`config.mk`:
```
export PLATFORM = sky130hd
export DESIGN_NAME = serial_subtractor_ctrl
export DESIGN_NICKNAME = d
export VERILOG_FILES = /design/src/rtl/serial_subtractor_ctrl.sv
export SDC_FILE = /design/constraint.sdc
export NUM_CORES = 1
export LEC_CHECK = 0
export ABC_AREA = 1
export CORE_MARGIN = 4
export CORE_UTILIZATION = 37
export CTS_CLUSTER_DIAMETER = 120
export DETAILED_ROUTE_END_ITERATION = 8
export GPL_TIMING_DRIVEN = 0
export PLACE_DENSITY_LB_ADDON = 0.3
export SYNTH_ARGS = -nofsm -noshare
export SYNTH_HDL_FRONTEND = slang
export SYNTH_SLANG_ARGS = --single-unit
```
`constraint.sdc`:
```
create_clock -name clk -period 1.78 [get_ports clk]
set_input_delay 0.356 -clock clk [delete_from_list [all_inputs] [get_ports clk]]
set_output_delay 0.356 -clock clk [all_outputs]
set_load 0.01 [all_outputs]
```
`src/rtl/serial_subtractor_ctrl.sv`:
```
// Bit-serial WIDTH-bit subtractor: one 1-bit full-subtractor cell, LSB first, borrow held in a flop.
// Optional macro SERIAL_SUB_OVF_EN adds the signed-overflow output ovf.
module serial_subtractor_ctrl #(
    parameter int WIDTH = 8,
    localparam int CNT_W = $clog2(WIDTH)
) (
    input  logic             clk,
    input  logic             rst_n,
    input  logic             start,
    input  logic [WIDTH-1:0] x,
    input  logic [WIDTH-1:0] y,
    input  logic             bin,
    output logic             busy,
    output logic             done,
    output logic [WIDTH-1:0] diff,
    output logic             bout
`ifdef SERIAL_SUB_OVF_EN
    , output logic           ovf
`endif
);

    typedef enum logic [1:0] {IDLE = 2'd0, RUN = 2'd1, DONE = 2'd2} state_t;

    state_t           state_q;
    logic [CNT_W-1:0] cnt_q;
    logic             brw_q;
    logic [WIDTH-1:0] xs_q;
    logic [WIDTH-1:0] ys_q;
    logic [WIDTH-1:0] res_q;
    logic [WIDTH-1:0] diff_q;
    logic             bout_q;
    logic             done_q;

    // The shared 1-bit cell, fed from the operand LSBs and the borrow flop.
    logic             cell_a, cell_b, cell_c, cell_d, cell_br;
    logic [WIDTH-1:0] res_d;

    assign cell_a  = xs_q[0];
    assign cell_b  = ys_q[0];
    assign cell_c  = brw_q;
    assign cell_d  = cell_a ^ cell_b ^ cell_c;
    assign cell_br = (~cell_a & cell_b) | (~(cell_a ^ cell_b) & cell_c);
    assign res_d   = {cell_d, res_q[WIDTH-1:1]};

`ifdef SERIAL_SUB_OVF_EN
    logic ovf_q;
    assign ovf = ovf_q;
`endif

    always_ff @(posedge clk or negedge rst_n) begin
        if (!rst_n) begin
            state_q <= IDLE;
            cnt_q   <= '0;
            brw_q   <= 1'b0;
            xs_q    <= '0;
            ys_q    <= '0;
            res_q   <= '0;
            diff_q  <= '0;
            bout_q  <= 1'b0;
            done_q  <= 1'b0;
`ifdef SERIAL_SUB_OVF_EN
            ovf_q   <= 1'b0;
`endif
        end else begin
            case (state_q)
                IDLE: begin
                    done_q <= 1'b0;
                    if (start) begin
                        xs_q    <= x;
                        ys_q    <= y;
                        brw_q   <= bin;
                        cnt_q   <= '0;
                        state_q <= RUN;
                    end
                end
                RUN: begin
                    res_q <= res_d;
                    brw_q <= cell_br;
                    xs_q  <= xs_q >> 1;
                    ys_q  <= ys_q >> 1;
                    cnt_q <= cnt_q + CNT_W'(1);
                    if (cnt_q == CNT_W'(WIDTH - 1)) begin
                        // Last bit: publish the result including the bit computed this edge.
                        diff_q  <= res_d;
                        bout_q  <= cell_br;
                        done_q  <= 1'b1;
                        state_q <= DONE;
`ifdef SERIAL_SUB_OVF_EN
                        ovf_q   <= cell_c ^ cell_br;
`endif
                    end
                end
                DONE: begin
                    done_q  <= 1'b0;
                    state_q <= IDLE;
                end
                default: begin
                    done_q  <= 1'b0;
                    state_q <= IDLE;
                end
            endcase
        end
    end

    assign busy = (state_q != IDLE);
    assign done = done_q;
    assign diff = diff_q;
    assign bout = bout_q;

endmodule

```
======== After elaboration in Yosys (flattened, before gate mapping) ========
Index checks and enable logic that the tools add are counted.
word-level totals
  output and inout bits ................... 11
  register bits after elaboration ......... 40
  input port bits ......................... 20
cells by class
  equal/unequal tests ..................... 4
  reductions and logical operators ........ 6
  add/sub/neg operators ................... 1
  bitwise logic cells ..................... 7
  muxes and demuxes ....................... 13
operators with widths
  kind                   number
  $pmux W8 S2            2
  $mux W8                2
  $pmux W3 S2            1
  $reduce_and A2 Y1      3
  $mux W2                2
  $ne A2 B2 Y1 const B   2
  $pmux W2 S2            1
  $reduce_bool A2 Y1     2
  $add A3 B1 Y3 const B  1
  $eq A3 B3 Y1 const B   1
  $mux W1                3
  $mux W3                1
  $and A1 B1 Y1          2
  $eq A2 B1 Y1 const B   1
  $logic_not A2 Y1       1
  $not A1 Y1             2
  $pmux W1 S2            1
  $xor A1 B1 Y1          2
  $or A1 B1 Y1           1

======== Longest topological paths before layout ========
Gate-level depths: netlist of the first run.
  word-level depth ........................ 5
  depth in mapped cells ................... 8
  gate-level depth less buffers ........... 6

======== Worst setup path before layout of the first run ========
No wires, ideal clock.
  kind .................................... flip-flop to flip-flop
  start point ............................. reg cnt_q[0]
  end point ............................... reg diff_q[1] (netlist: diff[1])
  path slack .............................. 534 ps
  arrival ................................. 1,120 ps
  stages on the path, launching flop included .. 6
  data required time ...................... 1,654 ps
  clock period less this slack ............ 1,246 ps
  cell sequence ........................... dfrtp_1 -> ha_1 -> ha_1 -> nand2_2 -> buf_6 -> o21ai_0
between the ends
  cells in the longest elaborated chain, start to end .. 2
ends and longest elaborated chain
  element                      RTL line  RTL
  from (decl)                  25        logic [CNT_W-1:0] cnt_q;
  from (signal assigned)       81        cnt_q <= cnt_q + CNT_W'(1);
  $eq A3 B3 Y1                 82        if (cnt_q == CNT_W'(WIDTH - 1)) begin
  $reduce_and A2 Y1 (no line)  --
  to (signal assigned)         84        diff_q <= res_d;
  to (decl)                    30        logic [WIDTH-1:0] diff_q;
No other way between the ends.
A chain may end at the register's enable or synchronous reset.

======== Final worst setup path of the first run ========
  start point ............................. reg state_q[0]
  end point ............................... out busy
between the ends
  cells in the longest elaborated chain, start to end .. 1
ends and longest elaborated chain
  element                 RTL line  RTL
  from (decl)             24        state_t state_q;
  from (signal assigned)  52        state_q <= IDLE;
  from (signal assigned)  73        state_q <= RUN;
  from (signal assigned)  87        state_q <= DONE;
  $reduce_bool A2 Y1      105       assign busy = (state_q != IDLE);
  to (decl)               13        output logic busy,
No other way between the ends.

==> flow_metrics.env, run 1 <==
export IMPL_post_synth_most_frequent_cells="sky130_fd_sc_hd__nand2_1, sky130_fd_sc_hd__inv_1, sky130_fd_sc_hd__dfrtp_1, sky130_fd_sc_hd__nand3_1, sky130_fd_sc_hd__o21ai_0"
export IMPL_synth_area_sq_um=1850
export IMPL_die_width_um=78.6
export IMPL_floorplan_die_height_um=78.6
export IMPL_clkSlewWorstSetupHoldPaths_ns=0.07
export IMPL_power_density_nw_per_um2=1610
export IMPL_min_from="brw_q$_DFFE_PN0P_"
export IMPL_synth_lib_cells_used_distinct=22
export IMPL_crit_path_max_fanout=10
export IMPL_postSynthAreaPerCell_sq_um=8.28
export IMPL_antenna_found_initial=0
export IMPL_utilization_pct=49.4
export IMPL_syn_num_nets=246
export IMPL_starting_density_of_the_core_pct=38.6
export IMPL_post_synth_main_area_contributors="sky130_fd_sc_hd__dfrtp_1, sky130_fd_sc_hd__nand2_1, sky130_fd_sc_hd__inv_1"
export IMPL_h_tree_level_count=2
export IMPL_tritoncts="done"
export IMPL_switchingPower_w=0.00143
export IMPL_count_of_antenna_diodes_in_the_layout=0
export IMPL_async_flop_share_pct=100
export IMPL_first_global_vias=1439
export IMPL_routed_via_density=4.43
export IMPL_internal_power_w=0.00237
export IMPL_result_of_the_run="finished clean"
export IMPL_clockPowerShare_pct=17.5
export IMPL_unrepaired_setup_endpoints_after_global_routing="false"
export IMPL_dp_hpwl_um=2620
export IMPL_hold_slack_final_ns=0.479
export IMPL_reg2reg_setup_slack_ns=0.38
export IMPL_relSlewSlack_pct=69.1
export IMPL_tightestPinTransition_ns=0.463
export IMPL_combPwrFrac_pct=43.1
export IMPL_routed_wl_per_cell_um=11.2
export IMPL_grt_overflow_total=0
export IMPL_clk_insertion_delay_late_ns=0.29
export IMPL_total_number_of_vias=1463
export IMPL_synthesis_instances=223
export IMPL_worst_r2r_cell_count=5
export IMPL_critical_path_startpoint_type="register"
export IMPL_overall_global_routing_usage_pct=13.9
export IMPL_maxSlewViolCount=0
export IMPL_cts_num_sinks=39
export IMPL_nets_finish=285
export IMPL_final_setup_skew_ns=0.00323
export IMPL_endpoint_kind="output pin"
export IMPL_yosys_cell_count_top_type="sky130_fd_sc_hd__nand2_1"
export IMPL_ctsLongestPathBuffers=2
export IMPL_met2_length_um=1640
export IMPL_dieArea_sq_um=6180
export IMPL_synth_top_flop_cell="sky130_fd_sc_hd__dfrtp_1"
export IMPL_highest_routed_layer="met4"
export IMPL_residual_antenna_violating_net_count_after_detailed_routing=0
export IMPL_synthToLayoutAreaGrowth_pct=28.1
export IMPL_cts_made_buffers=5
export IMPL_netlist_top_cell_by_area="sky130_fd_sc_hd__dfrtp_1"
export IMPL_max_cap_viol_count=0
export IMPL_hold_path_endpoint="brw_q$_DFFE_PN0P_"
export IMPL_r2r_end="diff[6]$_DFFE_PN0P_"
export IMPL_detail_route_drc_violations=0
export IMPL_grt_max_degree=26
export IMPL_cts_root_buf="sky130_fd_sc_hd__clkbuf_8"
export IMPL_cp_data_required_time_ns=1.42
export IMPL_layoutNonFillerInstCount=330
export IMPL_worst_setup_path_type="register to output pin"
export IMPL_ys_ff_latch=39
export IMPL_top_level_ports=31
export IMPL_post_synth_top_area_fraction_pct=52.9
export IMPL_critical_path_at_ns=1.30
export IMPL_timing_final_setup_violations=0
export IMPL_final_min_clock_period_ns=1.65
export IMPL_power_share_switching_pct=37.7
export IMPL_gp_routability_congestion=0.777
export IMPL_port_buffer_count=30
export IMPL_post_cts_buffers=0
export IMPL_timing_hold_worst_class="register to register"
export IMPL_rows=25
export IMPL_grt_first_pass_wirelength_um=6730
export IMPL_finalCritPeriodShare_pct=92.9
export IMPL_power_leakage_nw=1.23
export IMPL_drt_wl_total_um=3680
export IMPL_drtIter0Drc=97
export IMPL_drt_first_pass_iters=4
export IMPL_crit_reg2reg_launch="cnt_q[0]$_DFFE_PN0P_"
export IMPL_post_route_cells_drive_above_1_share_pct=10.6
export IMPL_ys_seq_area_share_pct=52.9
export IMPL_synth_edf_count=0
export IMPL_wl_met1_um=1790
export IMPL_fill_cells=456
export IMPL_total_met3_wirelength_after_detailed_routing_um=189
export IMPL_finalHoldViolations=0
export IMPL_max_vdd_ir_drop_v=0.000622
export IMPL_setup_worst_path_start="state_q[0]$_DFFE_PN0P_"
export IMPL_post_place_cells=321
export IMPL_power_frac_seq_pct=39.4
export IMPL_core_region_area_sq_um=4790
export IMPL_maxClockFrequency_mhz=605
export IMPL_hold_depth=2
export IMPL_synth_warning_count=0
[sequential cells by signal, summed over array words and instances (netlist names)]
register / count
bout: 1
done: 1
xs_q: 8
state_q: 2
brw_q: 1
ys_q: 8
cnt_q: 3
res_q: 7
diff: 8
[layer usage]
metal  global-route usage (%)  vias to the layer above
met1                     19.1                      678
met4                     4.72                        0
met5                        0                        -
li1                         -                      746
met3                     4.24                        7
met2                     21.0                       32
[layout make-up]
type	count	area (sq um)	share of cell area, %
clock buffers	7	96.3	4.07
clock inverters	1	7.51	0.317
multi-input cells	132	633	26.8
repair buffers	32	324	13.7
well taps	67	83.8	3.54
inverters	43	169	7.14
plain buffers	9	75.1	3.17
flip-flops and latches	39	976	41.3
[power by group through the flow]
| stage | clock network [W] | logic [W] | registers [W] |
|---|---|---|---|
| CTS | 0.000687 | 0.00167 | 0.00150 |
| detailed placement | 0 | 0.00166 | 0.00151 |
| finish | 0.000664 | 0.00164 | 0.00150 |
| floorplan | 0 | 0.00108 | 0.00152 |
| global route | 0.000730 | 0.00193 | 0.00155 |
| global placement | 0 | 0.00161 | 0.00150 |
[worst max-delay path: stages, from the launching register on]
cell	delay (ns)
sky130_fd_sc_hd__dfrtp_1	0.36
sky130_fd_sc_hd__buf_4	0.18
sky130_fd_sc_hd__nor2_4	0.14
sky130_fd_sc_hd__inv_1	0.05
sky130_fd_sc_hd__dlygate4sd2_1	0.28
[cells by family after synthesis]
kind of cell / Yosys count / share of synthesized area (%)
and+or+nand+nor: 110 / 26.1
adders and majority gates: 3 / 2.44
DFF: 39 / 52.9
AOI/OAI and AO/OA: 19 / 5.36
buffers and inverters: 52 / 13.2
[cell usage in the layout (no fill, tap or decap), drive strengths merged]
cell type | synthesis | layout
a21oi | 2 | 2
buf | 8 | 10
clkbuf | 1 | 8
clkdlybuf4s50 | 0 | 28
clkinvlp | 0 | 1
dfrtp | 39 | 39
dlygate4sd2 | 0 | 1
dlygate4sd3 | 0 | 1
fa | 1 | 1
ha | 2 | 2
inv | 43 | 43
nand2 | 79 | 79
nand3 | 26 | 26
nor2 | 5 | 5
o21ai | 17 | 17
[worst max-delay path by stage]
stage	slack, ns	endpoint
global placement	-0.68	ys_q[4]$_DFFE_PN0P_
detailed placement	0.13	busy
floorplan	0.53	diff[1]$_DFFE_PN0P_
finish	0.13	busy
global route	0.06	busy
CTS	0.11	busy
[metrics by stage]
step / total power, W / TNS [ns] / setup WS [ns] / cell area (sq um)
after CTS: 0.00385 / 0 / 0.108 / 2360
final: 0.00380 / 0 / 0.127 / 2360
after floorplan: 0.00260 / 0 / 0.534 / 1850
after global placement: 0.00311 / -26.60 / -0.683 / 2230
after detailed placement: 0.00316 / 0 / 0.133 / 2240
after global routing: 0.00422 / 0 / 0.0551 / 2360
[repair_timing]
item | CTS | global route
resized for setup | 3 | 0
hold endpoints to repair | 14 | 0
hold buffers | 1 | 0
setup endpoints to repair | 1 | 0
No activity file was read; power rests on OpenSTA's default activity.
==> run 2: changes to the inputs <==
==> constraint.sdc (replaced) <==
create_clock -name clk -period 1.78 [get_ports clk]
set_input_delay 0.267 -clock clk [delete_from_list [all_inputs] [get_ports clk]]
set_output_delay 0.267 -clock clk [all_outputs]
set_load 0.01 [all_outputs]
==> results of run 2 <==
The final DEF is identical to that of run 1. Status: finished clean.
Among the figures that moved: setup slack after placement 0.133 ns -> 0.222 ns; clock-pin slew on the worst setup and hold paths 0.07 ns -> 0.08 ns; setup slack after layout 0.127 ns -> 0.216 ns; hold slack 0.479 ns -> 0.414 ns
